==> src/rtl/bme_spi_pkg.sv <==
// -----------------------------------------------------------------------------
// bme_spi_pkg
// Shared definitions for the BME280 burst reader:
//   state_t     - burst sequencer states
//   READ_BIT    - address bit 7, set for register reads on the SPI wire
//   PRESS_MSB / TEMP_MSB / HUM_MSB / ID - BME280 register addresses
//   read_cmd()  - builds the on-wire read command byte from an address
// -----------------------------------------------------------------------------
package bme_spi_pkg;

   typedef enum logic [2:0] {
      ST_IDLE     = 3'd0,
      ST_CS_SETUP = 3'd1,
      ST_XFER     = 3'd2,
      ST_CS_HOLD  = 3'd3,
      ST_GAP      = 3'd4
   } state_t;

   localparam logic [7:0] READ_BIT  = 8'h80;

   localparam logic [7:0] PRESS_MSB = 8'hF7;
   localparam logic [7:0] TEMP_MSB  = 8'hFA;
   localparam logic [7:0] HUM_MSB   = 8'hFD;
   localparam logic [7:0] ID        = 8'hD0;

   function automatic logic [7:0] read_cmd(input logic [7:0] addr);
      return addr | READ_BIT;
   endfunction

endpackage

==> src/rtl/spi_mode0_shifter.sv <==
// -----------------------------------------------------------------------------
// spi_mode0_shifter
// SPI mode-0 bit engine: half-period divider plus an 8-bit MOSI/MISO shifter.
//   i_clk, i_rst_n  - clock, synchronous active-low reset
//   i_clr           - holds the divider and bit counter at zero (sequencer idle)
//   i_xfer          - enables SCK toggling and shifting (data phase)
//   i_load          - loads i_load_byte into the transmit register, bit 7 first
//   i_miso          - serial data from the slave, sampled on SCK rising edges
//   o_tick          - last cycle of a half-period; also times the CS phases
//   o_sck / o_mosi  - SPI clock (idle low) and serial data to the slave
//   o_byte_done     - one-cycle strobe on the falling edge ending bit 0 of a byte
//   o_rx_byte       - received byte, valid while o_byte_done is high
// -----------------------------------------------------------------------------
module spi_mode0_shifter #(
   parameter int unsigned CLK_DIV = 25
) (
   input  logic       i_clk,
   input  logic       i_rst_n,
   input  logic       i_clr,
   input  logic       i_xfer,
   input  logic       i_load,
   input  logic [7:0] i_load_byte,
   input  logic       i_miso,
   output logic       o_tick,
   output logic       o_sck,
   output logic       o_mosi,
   output logic       o_byte_done,
   output logic [7:0] o_rx_byte
);

   localparam int unsigned   DW      = (CLK_DIV > 1) ? $clog2(CLK_DIV) : 1;
   localparam logic [DW-1:0] DIV_MAX = DW'(CLK_DIV - 1);

   logic [DW-1:0] r_div;
   logic          r_sck;
   logic [2:0]    r_bit;
   logic [7:0]    r_tx;
   logic [7:0]    r_rx;

   logic w_tick;

   assign w_tick = (r_div == DIV_MAX);

   always_ff @(posedge i_clk) begin
      if (!i_rst_n) begin
         r_div <= '0;
      end else if (i_clr || w_tick) begin
         r_div <= '0;
      end else begin
         r_div <= r_div + 1'b1;
      end
   end

   // MOSI is the MSB of the transmit register, so it only moves when the
   // register shifts on a falling SCK edge. Shifting in zeros naturally
   // produces the all-zero dummy bytes that follow the address.
   always_ff @(posedge i_clk) begin
      if (!i_rst_n) begin
         r_sck <= 1'b0;
         r_bit <= 3'd0;
         r_tx  <= 8'h00;
         r_rx  <= 8'h00;
      end else if (i_load) begin
         r_sck <= 1'b0;
         r_bit <= 3'd0;
         r_tx  <= i_load_byte;
      end else if (i_clr) begin
         r_sck <= 1'b0;
         r_bit <= 3'd0;
      end else if (i_xfer && w_tick) begin
         if (!r_sck) begin
            r_sck <= 1'b1;
            r_rx  <= {r_rx[6:0], i_miso};
         end else begin
            r_sck <= 1'b0;
            r_tx  <= {r_tx[6:0], 1'b0};
            r_bit <= r_bit + 3'd1;
         end
      end
   end

   assign o_tick      = w_tick;
   assign o_sck       = r_sck;
   assign o_mosi      = r_tx[7];
   assign o_byte_done = i_xfer && w_tick && r_sck && (r_bit == 3'd7);
   assign o_rx_byte   = r_rx;

endmodule

==> src/rtl/bme_burst_reader.sv <==
// -----------------------------------------------------------------------------
// bme_burst_reader
// SPI master that reads N_BYTES consecutive BME280 registers starting at
// START_ADDR and hands each burst to the host through a holding register.
//   CLOCK_50, reset_reset_n - clock, synchronous active-low reset
//   start                   - one-cycle trigger request
//   busy                    - a burst (including the trailing CS gap) is running
//   sample_data             - last captured burst, first byte in the MSBs
//   sample_valid            - holding register full
//   sample_ready            - consumer accepts the sample
//   overrun                 - sticky: an unread sample was overwritten
//   bme_csn/sck/mosi/miso   - SPI mode-0 pins
//   o_dbg_state             - current sequencer state (state_t encoding)
//
// Handshake: a sample transfers in every cycle where sample_valid and
// sample_ready are both high; sample_valid never drops without that transfer
// unless reset. A new burst landing while the sample is unaccepted replaces it
// and sets overrun; overrun clears on the next completed transfer.
// -----------------------------------------------------------------------------
module bme_burst_reader
   import bme_spi_pkg::*;
#(
   parameter int unsigned CLK_DIV       = 25,
   parameter int unsigned N_BYTES       = 8,
   parameter logic [7:0]  START_ADDR    = 8'hF7,
   parameter int unsigned PERIOD_CYCLES = 50000000
) (
   input  logic                 CLOCK_50,
   input  logic                 reset_reset_n,
   input  logic                 start,
   output logic                 busy,
   output logic [N_BYTES*8-1:0] sample_data,
   output logic                 sample_valid,
   input  logic                 sample_ready,
   output logic                 overrun,
   output logic                 bme_csn,
   output logic                 bme_sck,
   output logic                 bme_mosi,
   input  logic                 bme_miso,
   output logic [2:0]           o_dbg_state
);

   localparam int unsigned   SW        = N_BYTES * 8;
   localparam int unsigned   BW        = $clog2(N_BYTES + 1);
   localparam logic [BW-1:0] LAST_BYTE = BW'(N_BYTES);

   state_t        r_state;
   state_t        w_next;
   logic          r_pending;
   logic [BW-1:0] r_byte_cnt;
   logic [SW-1:0] r_shift;
   logic [SW-1:0] r_data;
   logic          r_valid;
   logic          r_overrun;

   logic          w_timer_tick;
   logic          w_trig;
   logic          w_accept;
   logic          w_spi_tick;
   logic          w_byte_done;
   logic [7:0]    w_rx_byte;
   logic          w_last_byte;
   logic          w_load;
   logic          w_hs;

   // ---------------------------------------------------------------- timer
   if (PERIOD_CYCLES == 0) begin : g_no_timer
      assign w_timer_tick = 1'b0;
   end else begin : g_timer
      localparam int unsigned   TW    = (PERIOD_CYCLES > 1) ? $clog2(PERIOD_CYCLES) : 1;
      localparam logic [TW-1:0] T_MAX = TW'(PERIOD_CYCLES - 1);

      logic [TW-1:0] r_timer;

      always_ff @(posedge CLOCK_50) begin
         if (!reset_reset_n) begin
            r_timer <= '0;
         end else if (r_timer == T_MAX) begin
            r_timer <= '0;
         end else begin
            r_timer <= r_timer + 1'b1;
         end
      end

      assign w_timer_tick = (r_timer == T_MAX);
   end

   // ------------------------------------------------------------- triggers
   // start and a timer tick in the same cycle merge into one request.
   assign w_trig   = start || w_timer_tick;
   assign w_accept = (r_state == ST_IDLE) && (w_trig || r_pending);

   // One-deep queue for requests that arrive mid-burst; extras are dropped.
   always_ff @(posedge CLOCK_50) begin
      if (!reset_reset_n) begin
         r_pending <= 1'b0;
      end else if (w_accept) begin
         r_pending <= 1'b0;
      end else if ((r_state != ST_IDLE) && w_trig) begin
         r_pending <= 1'b1;
      end
   end

   // ------------------------------------------------------------ bit engine
   spi_mode0_shifter #(
      .CLK_DIV (CLK_DIV)
   ) u_shifter (
      .i_clk       (CLOCK_50),
      .i_rst_n     (reset_reset_n),
      .i_clr       (r_state == ST_IDLE),
      .i_xfer      (r_state == ST_XFER),
      .i_load      (w_accept),
      .i_load_byte (read_cmd(START_ADDR)),
      .i_miso      (bme_miso),
      .o_tick      (w_spi_tick),
      .o_sck       (bme_sck),
      .o_mosi      (bme_mosi),
      .o_byte_done (w_byte_done),
      .o_rx_byte   (w_rx_byte)
   );

   // Byte 0 is the address phase; bytes 1..N_BYTES carry data.
   assign w_last_byte = w_byte_done && (r_byte_cnt == LAST_BYTE);

   always_ff @(posedge CLOCK_50) begin
      if (!reset_reset_n) begin
         r_byte_cnt <= '0;
      end else if (r_state == ST_IDLE) begin
         r_byte_cnt <= '0;
      end else if (w_byte_done) begin
         r_byte_cnt <= r_byte_cnt + 1'b1;
      end
   end

   // MISO bytes seen during the address phase are discarded.
   always_ff @(posedge CLOCK_50) begin
      if (!reset_reset_n) begin
         r_shift <= '0;
      end else if (w_byte_done && (r_byte_cnt != '0)) begin
         r_shift <= (r_shift << 8) | SW'(w_rx_byte);
      end
   end

   // ------------------------------------------------------------------ FSM
   always_ff @(posedge CLOCK_50) begin
      if (!reset_reset_n) begin
         r_state <= ST_IDLE;
      end else begin
         r_state <= w_next;
      end
   end

   always_comb begin
      w_next = r_state;
      case (r_state)
         ST_IDLE:     if (w_accept)    w_next = ST_CS_SETUP;
         ST_CS_SETUP: if (w_spi_tick)  w_next = ST_XFER;
         ST_XFER:     if (w_last_byte) w_next = ST_CS_HOLD;
         ST_CS_HOLD:  if (w_spi_tick)  w_next = ST_GAP;
         ST_GAP:      if (w_spi_tick)  w_next = ST_IDLE;
         default:                      w_next = ST_IDLE;
      endcase
   end

   always_comb begin
      bme_csn = 1'b1;
      busy    = 1'b1;
      case (r_state)
         ST_IDLE:     busy    = 1'b0;
         ST_CS_SETUP: bme_csn = 1'b0;
         ST_XFER:     bme_csn = 1'b0;
         ST_CS_HOLD:  bme_csn = 1'b0;
         ST_GAP:      bme_csn = 1'b1;
         default: begin
            bme_csn = 1'b1;
            busy    = 1'b0;
         end
      endcase
   end

   assign o_dbg_state = r_state;

   // ------------------------------------------------------- holding register
   assign w_load = (r_state == ST_CS_HOLD) && w_spi_tick;
   assign w_hs   = r_valid && sample_ready;

   always_ff @(posedge CLOCK_50) begin
      if (!reset_reset_n) begin
         r_data    <= '0;
         r_valid   <= 1'b0;
         r_overrun <= 1'b0;
      end else begin
         if (w_load) begin
            r_data  <= r_shift;
            r_valid <= 1'b1;
         end else if (w_hs) begin
            r_valid <= 1'b0;
         end

         // A load coinciding with a transfer is an ordinary load.
         if (w_load && r_valid && !sample_ready) begin
            r_overrun <= 1'b1;
         end else if (w_hs) begin
            r_overrun <= 1'b0;
         end
      end
   end

   assign sample_data  = r_data;
   assign sample_valid = r_valid;
   assign overrun      = r_overrun;

endmodule

==> config.mk <==
export PLATFORM = sky130hd
export DESIGN_NAME = bme_burst_reader
export DESIGN_NICKNAME = d
export VERILOG_FILES = /design/src/rtl/bme_spi_pkg.sv /design/src/rtl/spi_mode0_shifter.sv /design/src/rtl/bme_burst_reader.sv
export SDC_FILE = /design/constraint.sdc
export NUM_CORES = 1
export LEC_CHECK = 0
export CORE_MARGIN = 2
export CORE_UTILIZATION = 51
export DETAILED_ROUTE_END_ITERATION = 10
export PLACE_DENSITY = 0.75
export SLEW_MARGIN = 10
export SYNTH_ARGS = -nofsm -noshare
export SYNTH_HDL_FRONTEND = slang
export SYNTH_HIERARCHICAL = 1
export SYNTH_SLANG_ARGS = --single-unit
==> constraint.sdc <==
create_clock -name CLOCK_50 -period 2.62 [get_ports CLOCK_50]
set_input_delay 0.786 -clock CLOCK_50 [delete_from_list [all_inputs] [get_ports CLOCK_50]]
set_output_delay 0.786 -clock CLOCK_50 [all_outputs]
set_load 0.02 [all_outputs]
# Yosys cells after proc, flatten, opt, wreduce, memory -nomap -nowiden
# Cells that the tools add are included.
[word_totals] output_inout_bits=73 word_cells=86 regBits=189 inputBits=5
[classes] addsub=4 bitwise_logic=5 muxes=16 n_eq_ne=13 n_reduce_logical=34
[op_table] op="$or A64 B8 Y64" n=1
[op_table] op="$mux W8" n=4
[op_table] op="$add A26 B1 Y26 const B" n=1
[op_table] op="$eq A26 B26 Y1 const B" n=1
[op_table] op="$mux W3" n=5
[op_table] op="$pmux W3 S5" n=1
[op_table] op="$logic_and A1 B1 Y1" n=11
[op_table] op="$reduce_bool A2 Y1" n=4
[op_table] op="$reduce_or A2 Y1" n=4
[op_table] op="$eq A3 B2 Y1 const B" n=2
[op_table] op="$eq A3 B3 Y1 const B" n=2
[op_table] op="$mux W1" n=6
[op_table] op="$ne A2 B1 Y1 const B" n=3
[op_table] op="$reduce_and A3 Y1" n=2
[op_table] op="$reduce_or A3 Y1" n=2
[op_table] op="$add A5 B1 Y5 const B" n=1
[op_table] op="$eq A5 B5 Y1 const B" n=1
[op_table] op="$reduce_and A5 Y1" n=1
[op_table] op="$add A4 B1 Y4 const B" n=1
[op_table] op="$eq A4 B4 Y1 const B" n=1
[op_table] op="$ne A2 B2 Y1 const B" n=2
[op_table] op="$not A1 Y1" n=4
[op_table] op="$reduce_and A4 Y1" n=1
[op_table] op="$reduce_bool A4 Y1" n=1
[op_table] op="8 further kinds" n=10

# Logic depth before layout (Yosys ltp)
[logic_depth] depth_word=7 depth_mapped=11 mapped_depth_nobuf=9

# By module
# The synthesis kept the hierarchy.
[by_module_without_submodules] module="bme_burst_reader" n_inst=1 seq_area_each_um2=3283.1 cells_each=754 area_each_um2=6428.7
[by_module_without_submodules] module="spi_mode0_shifter" n_inst=1 seq_area_each_um2=500.5 cells_each=121 area_each_um2=1169.9

# Worst setup path after synthesis
# OpenSTA, ideal clock, no wires.
[synth_timing] path_kind="reg2reg" from="register r_state[1], in the netlist o_dbg_state[1]" to="register r_shift[17]" period_less_slack_ps=2610 required_ps=2544 stages_incl_launch_ff=12 path_buffers=4 arrival_ps=2535 slack_ps=10 setup_time_ps=76 cell_sequence="dfxtp_1 -> clkbuf_1 -> nor2b_1 -> nor2b_1 -> and2_1 -> and3_2 -> clkbuf_1 -> o21a_1 -> buf_2 -> buf_1 -> nand2_1 -> a21boi_0"
[synth_between] elab_chain_len=5
[synth_rtl] item="from (decl)" line_no="bme_burst_reader.sv:47" source="state_t r_state;"
[synth_rtl] item="from (signal assigned)" line_no="bme_burst_reader.sv:149" source="r_state <= w_next;"
[synth_rtl] item="$eq A3 B2 Y1" line_no="bme_burst_reader.sv:111" source=".i_xfer (r_state == ST_XFER),"
[synth_rtl] item="$logic_and A1 B1 Y1 (3 in a row)" line_no="spi_mode0_shifter.sv:85" source="assign o_byte_done = i_xfer && w_tick && r_sck && (r_bit == 3'd7);"
[synth_rtl] item="net w_byte_done" line_no="bme_burst_reader.sv:60" source="logic w_byte_done;"
[synth_rtl] item="$logic_and A1 B1 Y1" line_no="bme_burst_reader.sv:139" source="end else if (w_byte_done && (r_byte_cnt != '0)) begin"
[synth_rtl] item="to (signal assigned)" line_no="bme_burst_reader.sv:140" source="r_shift <= (r_shift << 8) | SW'(w_rx_byte);"
[synth_rtl] item="to (decl)" line_no="bme_burst_reader.sv:51" source="logic [SW-1:0] r_shift;"
# The timed path passes the listed nets, and every way through them passes these cells.
# A chain may end at the register's enable or synchronous reset.

# Final worst setup path
[layout_timing] from="register r_state[1], in the netlist o_dbg_state[1]" to="output port bme_csn"
[layout_between] elab_chain_len=3 word_cells_on_any_way=5 cone_classes="eq/ne (3); mux (1); reduce/logical (1)"
[layout_rtl] item="$eq A3 B2 Y1 / $eq A3 B1 Y1 (equally long branches)" line_no="bme_burst_reader.sv:168" source="case (r_state)"
[layout_rtl] item="$reduce_or A3 Y1 (no source line) *"
[layout_rtl] item="$mux W1 *" line_no="bme_burst_reader.sv:168"
[layout_rtl] item="to (decl)" line_no="bme_burst_reader.sv:36" source="output logic bme_csn,"
# Mark *: on every way between the ends. The rest lies on a longest branch, timed or not.

==> metrics.yaml <==
final_cells: 1126
clockPowerShare_pct: 48.8
grt_pass1_wl_um: 25700
cp_slowest_cell: "clkdlybuf4s50_1"
status: "complete, no violations"
gp_congestion: 0.753
hp-class: "reg2reg"
die_area_mm2: 0.0159
final-setup-viol-count: 0
fin_util_pct: 63.1
grt_pass1_vias: 5458
hold_violations: 0
clk_pin_slew_ns: 0.06
combPwrFrac_pct: 2.7
rsz0062_at_grt: "false"
cts_root_buffer: "clkbuf_16"
synthMostInstantiatedCell: "nand2_1"
ir_worst_vdd_mv: 0.401
total_leakage_power_nw: 3.10
clkLatencyLatePin_ns: 0.43
design_area_mm2: 0.00918
p_per_area_mw_per_mm2: 653
synth_common_cells: "285 x nand2_1, 189 x dfxtp_1, 81 x a21boi_0"
syn_avg_cell_area_um2: 8.68
clock-sinks: 189
dp.final_hpwl_um: 9100
drt_iter0_drc: 445
path_cells: "nor2_1, or2_2, clkdlybuf4s50_1"
post-route-period-util_pct: 95.9
diodes: 0
core_area_mm2: 0.0145
initial_utilization_pct: 52.3
holdBufCountCts: 0
synth_edf_count: 0
netlist_area_mm2: 0.00760
crit_required_ns: 1.83
drt_first_pass_iters: 4
overflow: 0
async_flop_share_pct: 0
numCtsBuffers: 17
power.switching_mw: 1.20
synth_top_area_cell: "dfxtp_1"
path_class: "reg2out"
whs_path_depth: 2
drv_slew: 0
nets: 941
critical_path.max_fanout: 9
drc: 0
die_h_um: 126
cap_violations: 0
cts_max_level: 4
dp.cells: 1094
drive_above_1_share_pct: 7.64
via_per_inst: 5.21
multiInputGateArea_mm2: 0.00351
regArea_mm2: 0.00379
placed_cell_area_mm2: 0.00849
p_int_mw: 4.79
r2r_start: "g_timer.r_timer[0]"
finalWorstSetupSlack_ns: 0.106
clock_skew_ns: 0.00511
r2r_cells: 9
fillers: 1255
tightest_slew_ns: 0.550
post-place-ws_ns: 0.167
ys_warn_count: 6
grt_max_degree: 139
port_buffers: 77
synth_seq_cells: 189
clockBufferDepth: 2
cts_setup_buffers: 0
timing.slew.headroom_pct: 63.3
cp_slowest_stage_delay_ns: 0.54
start_kind: "flip-flop"
worstHoldStart: "sample_data[42]"
io_pins: 78
vias: 5861
synth_ff_type: "dfxtp_1"
area_delta_synth_final_pct: 20.7
switching_share_pct: 20.1
wl_per_cell_um: 13.4
synth_seq_area_share_pct: 49.8
setup_tns_ns: 0
yosysTopAreaCellShare_pct: 49.8
drt_wl_total_um: 15100
die_w_um: 126
ant_nets: 0
min_period_ns: 2.51
synth_cells: 875
synth_cell_types: 56
crit_start: "o_dbg_state[1]"
rows: 44
endpoint_kind: "output port"
grt_antenna_before_repair: 0
max_freq_mhz: 398
cp_data_arrival_time_ns: 1.73
p_seq_share_pct: 48.5
track_usage_pct: 19.4
synthTopCellsByArea: "dfxtp_1 50%, nand2_1 14%, a21boi_0 8.0%"
cts_tree: "done"
[worst max-delay path, delay by kind of cell, from the launching register on]
kind                   cells  cell delay (ns)
DFF                        1             0.42
buffers and inverters      1             0.54
and+or+nand+nor            2             0.35
[cell usage in the layout (no fill, tap or decap), types with 3 or more instances in the layout]
master / instances
and2_1: 3
or4_4: 3
xor2_1: 15
nand2b_1: 9
ha_1: 7
mux2i_1: 16
bufinv_16: 6
nand2_1: 285
or3_1: 9
conb_1: 8
a21oi_2: 3
xnor2_1: 5
buf_12: 5
buf_4: 7
o21ai_0: 12
clkbuf_16: 17
a21boi_0: 81
clkdlybuf4s50_1: 76
o31ai_1: 5
inv_1: 11
nand4_1: 8
and4_4: 3
nand3_1: 11
o211ai_1: 7
nor2b_1: 3
a21boi_1: 49
nor2_1: 27
nor3_1: 3
dfxtp_2: 3
clkinv_4: 3
a21oi_1: 15
dfxtp_1: 186
[sequential cells by signal, indices dropped and copies added, names as in the netlist]
name	cells
overrun	1
r_byte_cnt	4
r_pending	1
sample_data	64
sample_valid	1
u_shifter/o_sck	1
u_shifter/r_tx	8
o_dbg_state	3
u_shifter/r_bit	3
g_timer.r_timer	26
r_shift	64
u_shifter/r_div	5
u_shifter/o_rx_byte	8
[kinds of logic (layout without fill, tap and decap cells)]
| family | count (synthesis) | after routing | synth area share [%] |
|---|---|---|---|
| other | 2 | 8 | 0.0988 |
| AOI/OAI and AO/OA | 179 | 179 | 16.9 |
| buffers and inverters | 71 | 132 | 4.50 |
| muxes | 16 | 16 | 2.11 |
| and+or+nand+nor | 391 | 391 | 23.2 |
| xor gates and xnor gates | 20 | 20 | 2.31 |
| DFF | 189 | 189 | 49.8 |
| adders and majority gates | 7 | 7 | 1.15 |
[path summary, 6_finish.rpt]
path	end	slack (ns)
worst min register to register	sample_data[42]	0.45
worst max-delay path	bme_csn	0.11
worst max register to register	u_shifter/r_tx[6]	0.29
worst min-delay path	sample_data[42]	0.45
[power by group through the flow]
stage | Combinational [mW] | Sequential [mW] | Clock, mW
finish | 0.161 | 2.90 | 2.92
global route | 0.178 | 2.90 | 3.08
CTS | 0.161 | 2.90 | 2.96
detailed placement | 0.160 | 2.97 | 0
global placement | 0.159 | 2.97 | 0
floorplan | 0.125 | 2.97 | 0
[metrics by stage]
step / power, mW / hold WS (ns)
floorplan: 3.09 / 0.430
global placement: 3.13 / 0.441
detailed placement: 3.13 / 0.447
CTS: 6.03 / 0.457
global route: 6.16 / 0.467
finish: 5.99 / 0.453
[layer usage]
layer,vias to the layer above,global-route usage (%),part of all wire (%)
met4,0,6.79,1.5
met3,19,4.08,3.1
met5,-,0,0
met2,84,31.0,46
li1,3008,-,-
met1,2750,26.2,49
[area by class of cell]
cell class / instances / area share, %
Sequential cell: 189 / 41.3
Multi-Input combinational cell: 621 / 38.3
Timing Repair Buffer: 88 / 9.95
Clock buffer: 18 / 4.79
Clock inverter: 14 / 2.62
Tap cell: 184 / 2.51
Inverter: 12 / 0.545
[what timing repair did]
action	in CTS	in global routing
resized for setup	1	3
setup endpoints to repair	1	9
cloned	0	0
No activity file was read; power rests on OpenSTA's default activity.
